==> src/rtl/fsquare_pipe.sv <==
// Three-stage IEEE-754 single-precision squarer (y = x*x) with a global stall.
// Round-half-up, denormals flushed, overflow saturates to +inf.
module fsquare_pipe #(
  parameter int unsigned LATENCY = 3
) (
  input  logic        clk,
  input  logic        rstn,
  input  logic [31:0] x,
  input  logic        valid_in,
  input  logic        stall,
  output logic [31:0] y,
  output logic        valid_out,
  output logic        ovf,
  output logic        udf
);

  typedef enum logic [1:0] {ClsNorm, ClsZero, ClsInf, ClsNan} cls_e;

  if (LATENCY != 3) begin : g_bad_latency
    $fatal(1, "fsquare_pipe: LATENCY must be 3");
  end

  // Stage 0 state
  logic [7:0]  r0_ex;
  logic [23:0] r0_m;
  cls_e        r0_cls;
  logic        r0_vld;
  // Stage 1 state
  logic [47:0]        r1_p;
  logic signed [9:0]  r1_e0;
  cls_e               r1_cls;
  logic               r1_vld;
  // Stage 2 state
  logic [31:0] r2_y;
  logic        r2_ovf;
  logic        r2_udf;
  logic        r2_vld;

  cls_e              w_cls;
  logic [47:0]       w_m48;
  logic              w_hi;
  logic [22:0]       w_frac;
  logic              w_rnd;
  logic [23:0]       w_sum;
  logic signed [9:0] w_e1;
  logic signed [9:0] w_e;
  logic [31:0]       w_y;
  logic              w_ovf;
  logic              w_udf;
  logic              w_unused;

  // Sign bit and the product bits below the round position never matter.
  assign w_unused = ^{x[31], r1_p[21:0]};

  always_comb begin
    w_cls = ClsNorm;
    if (x[30:23] == 8'hFF) begin
      w_cls = (x[22:0] != 23'd0) ? ClsNan : ClsInf;
    end else if (x[30:23] == 8'h00) begin
      w_cls = ClsZero;
    end
  end

  always_ff @(posedge clk or negedge rstn) begin
    if (!rstn) begin
      r0_ex  <= 8'd0;
      r0_m   <= 24'd0;
      r0_cls <= ClsZero;
      r0_vld <= 1'b0;
    end else if (!stall) begin
      r0_ex  <= x[30:23];
      r0_m   <= {1'b1, x[22:0]};
      r0_cls <= w_cls;
      r0_vld <= valid_in;
    end
  end

  assign w_m48 = {24'd0, r0_m};

  always_ff @(posedge clk or negedge rstn) begin
    if (!rstn) begin
      r1_p   <= 48'd0;
      r1_e0  <= 10'sd0;
      r1_cls <= ClsZero;
      r1_vld <= 1'b0;
    end else if (!stall) begin
      r1_p   <= w_m48 * w_m48;
      r1_e0  <= $signed({1'b0, r0_ex, 1'b0}) - 10'sd127;
      r1_cls <= r0_cls;
      r1_vld <= r0_vld;
    end
  end

  always_comb begin
    w_hi   = r1_p[47];
    w_frac = w_hi ? r1_p[46:24] : r1_p[45:23];
    w_rnd  = w_hi ? r1_p[23] : r1_p[22];
    w_e1   = r1_e0 + (w_hi ? 10'sd1 : 10'sd0);
    w_sum  = {1'b0, w_frac} + {23'd0, w_rnd};
    // A rounding carry leaves w_sum[22:0] all zero, which is the required fraction.
    w_e    = w_sum[23] ? (w_e1 + 10'sd1) : w_e1;
    w_y    = 32'd0;
    w_ovf  = 1'b0;
    w_udf  = 1'b0;
    unique case (r1_cls)
      ClsNan:  w_y = 32'h7FC0_0000;
      ClsInf:  w_y = 32'h7F80_0000;
      ClsZero: w_y = 32'h0000_0000;
      ClsNorm: begin
        if (w_e >= 10'sd255) begin
          w_y   = 32'h7F80_0000;
          w_ovf = 1'b1;
        end else if (w_e <= 10'sd0) begin
          w_y   = 32'h0000_0000;
          w_udf = 1'b1;
        end else begin
          w_y = {1'b0, w_e[7:0], w_sum[22:0]};
        end
      end
    endcase
  end

  always_ff @(posedge clk or negedge rstn) begin
    if (!rstn) begin
      r2_y   <= 32'd0;
      r2_ovf <= 1'b0;
      r2_udf <= 1'b0;
      r2_vld <= 1'b0;
    end else if (!stall) begin
      r2_y   <= w_y;
      r2_ovf <= w_ovf & r1_vld;
      r2_udf <= w_udf & r1_vld;
      r2_vld <= r1_vld;
    end
  end

  assign y         = r2_y;
  assign ovf       = r2_ovf;
  assign udf       = r2_udf;
  assign valid_out = r2_vld;

endmodule

==> config.mk <==
export PLATFORM = sky130hd
export DESIGN_NAME = fsquare_pipe
export DESIGN_NICKNAME = d
export VERILOG_FILES = /design/src/rtl/fsquare_pipe.sv
export SDC_FILE = /design/constraint.sdc
export NUM_CORES = 1
export LEC_CHECK = 0
export BUFFER_PORTS_ARGS = -buffer_cell sky130_fd_sc_hd__buf_2
export CORE_MARGIN = 10
export CORE_UTILIZATION = 59
export DETAILED_ROUTE_END_ITERATION = 8
export PLACE_DENSITY = 0.79
export SYNTH_ARGS = -nofsm -noshare
export SYNTH_HDL_FRONTEND = slang
export SYNTH_SLANG_ARGS = --single-unit
==> constraint.sdc <==
create_clock -name clk -period 7 [get_ports clk]
set_input_delay 0.35 -clock clk [delete_from_list [all_inputs] [get_ports clk]]
set_output_delay 0.35 -clock clk [all_outputs]
set_load 0.05 [all_outputs]
==> run_results.csv <==
group,metric,value,unit
critical_path,worstPathCellList,"buf_6, buf_4, buf_4, and2_1, fa_1, fa_1, inv_1, fa_1, fa_1, fa_1, inv_1, fa_1, ha_1, ha_1, a21oi_1, o21bai_1, a21o_1, or3_1, nor3_4, nor4_4, o31a_1, o31ai_1",
clock_network,clock-sinks,107,
timing,fin_crit_sh,0.986,
clock_network,clk_latency,0.37,ns
timing,drv_slew,0,
synthesis,syn_inst,2336,
floorplanning,core_area,36600,µm²
timing,setup_viol,0,
floorplanning,dieArea,45200,µm²
routing,dr_wl_met3,3190,µm
critical_path,rrSetupSlack,0.09,ns
synthesis,syn_avg_cell_area,9.36,µm²
routing,remaining_drc_errors,0,
routing,routed-via-count,16795,
routing,met1_length,20800,µm
critical_path,crit_family,"adder cells",
synthesis,synth.net_count,2974,
placement,io_buffers,68,
global_routing,grt_overflow,0,
synthesis,synthFlopType,"dfrtp_1",
floorplanning,io_pins,71,
synthesis,synth_compound_area_frac,0.0788,
floorplanning,rows,70,
routing,avgRoutedWirePerCell,18.4,µm
timing,min_period,6.91,ns
timing,rsz0062_at_grt,"true",
placement,dp_hpwl,44200,µm
clock_network,cts_buffer_depth,2,
finish,layout_commonest_cell,"inv_1",
routing,vias_per_cell,5.62,
synthesis,ys_ff_latch,107,
routing,drt_wl_total,55000,µm
timing,fmax,145,MHz
finish,fin_util,0.676,
global_routing,grt_pass1_wl,89100,µm
synthesis,synthArstFlopShare,1.00,
synthesis,yosysSeqAreaShare,0.123,
critical_path,cpMostUsedCell,"fa_1",
synthesis,synth_fa_ha_area_frac,0.490,
critical_path,path_class,"flip-flop to flip-flop",
finish,design_area,24700,µm²
synthesis,synth_simple_gate_area_frac,0.129,
synthesis,synth_xor_area_frac,0.0280,
timing,max_slew.worst_pin.slew,1.24,ns
routing,drt_iter0_markers,1173,
critical_path,cp.arrival,7.17,ns
synthesis,synth_top_family_by_area,"adder cells",
synthesis,ys_warn_count,0,
floorplanning,die_w,213,µm
finish,mostFrequentLayoutCells,"inv_1 (590), fa_1 (418), nand2_1 (245)",
timing,holdWs,0.212,ns
timing,hold_viol,0,
synthesis,syn_area,21900,µm²
routing,ant_nets,0,
floorplanning,chipHeight,213,µm
finish,area_growth,13.1,%
clock_network,h-tree-depth,3,
global_routing,antenna_found_initial,1,
routing,drt_first_pass_iters,6,
finish,regArea,2700,µm²
worst_hold_path,holdCritPathClass,"input pin to flip-flop",
outcome,status,"complete, no violations",
synthesis,synth_edf_count,0,
global_routing,track_usage,0.246,
clock_network,clockRootBuffer,"clkbuf_16",
synthesis,synth_cell_type_count,80,
global_routing,grt_pass1_vias,18346,
global_routing,grt_start_max_net_pins,80,
critical_path,cp.buffers_inverters,5,
clock_network,numCtsBuffers,9,
finish,final_nets,3150,
critical_path,crit_path_top_delay_cell,"fa_1",
flow_run,drv_cap,0,
clock_network,clk_pin_slew_worst_paths,0.08,ns
finish,drive_gt1_frac,0.172,
critical_path,endpoint_kind,"flip-flop",
synthesis,synth_mux_area_frac,0.0316,
routing,wl_met2,29300,µm
placement,gp_congestion,0.943,
finish,multiInputGateArea,16900,µm²
timing,max-slew-margin-rel,0.175,
clock_network,cts_tree,"built",
critical_path,cp_data_required_time,7.27,ns
critical_path,crit_fanout,8,
placement,dpl_cell_area,23800,µm²
timing,fin_skew,0.0164,ns
critical_path,slowest_delay,0.60,ns
routing,top_layer,"met4",
finish,fillers,2715,
critical_path,start_kind,"flip-flop",
floorplanning,start_util,0.597,
==> sequential cells by signal, summed over array words and instances (netlist names) <==
signal / count
udf: 1
r1_p: 26
r0_m: 23
r0_ex: 8
r0_cls: 2
y: 31
r1_vld: 1
ovf: 1
valid_out: 1
r0_vld: 1
r1_e0: 10
r1_cls: 2
==> logic make-up after synthesis <==
kind of cell | count (synthesis)
simple gates | 564
flops | 107
fa+ha+maj | 602
other cells | 1
mux | 63
buf+inv | 690
xor+xnor | 70
compound gates | 239
==> through the flow <==
| stage | setup TNS (ns) | cells | setup WS (ns) |
|---|---|---|---|
| 2_1_floorplan | 0 | 2336 | 0.381 |
| 3_5_place_dp | -2.03 | 2951 | -0.205 |
| 5_1_grt | -0.371 | 2985 | -0.0810 |
| 4_1_cts | 0 | 2968 | 0.000168 |
| 3_3_place_gp | -0.348 | 2951 | -0.0912 |
| 6_report | 0 | 2986 | 0.0949 |
==> worst reg2reg max path, stage by stage, from the launching register on <==
cell and delay (ns):
dfrtp_2 0.51, buf_6 0.19, buf_4 0.14, buf_4 0.15
and2_1 0.18, fa_1 0.52, fa_1 0.53, inv_1 0.06
fa_1 0.48, fa_1 0.56, fa_1 0.60, inv_1 0.12
fa_1 0.47, ha_1 0.26, ha_1 0.31, a21oi_1 0.20
o21bai_1 0.08, a21o_1 0.18, or3_1 0.35, nor3_4 0.37
nor4_4 0.08, o31a_1 0.31, o31ai_1 0.19
==> cell usage after synthesis (all sizes together) (14+ instances only) <==
library cell  number  area (µm²)
inv              593        2230
fa               423        8470
nand2            254         956
ha               179        2240
and2             121         757
dfrtp            105        2630
clkbuf            82         308
a21oi             58         290
nor2              53         204
mux2              49         552
o21ai             48         240
xnor2             40         350
xor2              30         263
nand3             26         130
o41ai             24         300
a21o              20         150
nor3              19         106
nand4             17         106
buf               15         101
nor4              15         134
mux2i             14         140
==> routing by layer <==
metal	global-route usage	vias up
met5	0	-
met4	0.0625	0
met3	0.0261	146
met2	0.452	593
met1	0.299	8546
li1	-	7510
==> final cells by class <==
cell class                 count  share of cell area
multi-input combinational   1539               0.683
sequential                   107               0.109
inverter                     593              0.0900
timing repair buffer         262              0.0814
tap                          468              0.0237
clock buffer                   9             0.00910
clock inverter                 7             0.00374
antenna                        1            0.000101
==> path summary, 6_finish.rpt <==
| check | from | to | depth (start not counted) |
|---|---|---|---|
| worst max-delay path | r0_m[14] | r1_p[47] | 22 |
| worst min register to register | y[7] | y[7] | 2 |
| max in group asynchronous | rstn | r0_m[3] | 3 |
| worst max register to register | r0_m[14] | r1_p[47] | 22 |
| min in group asynchronous | rstn | r1_e0[4] | 2 |
| worst min-delay path | valid_in | r0_vld | 2 |
==> timing repair <==
| item | 4_1_cts | 5_1_grt |
|---|---|---|
| pin swaps | 0 | 30 |
| setup buffers | 0 | 17 |
| gates resized for setup | 10 | 85 |
| setup endpoints to repair | 22 | 23 |
| hold endpoints to repair | 38 | 0 |
| hold buffers | 1 | 0 |
Power is not shown: default switching activity piles up to over one toggle a cycle in this logic, so the estimate is an artifact.
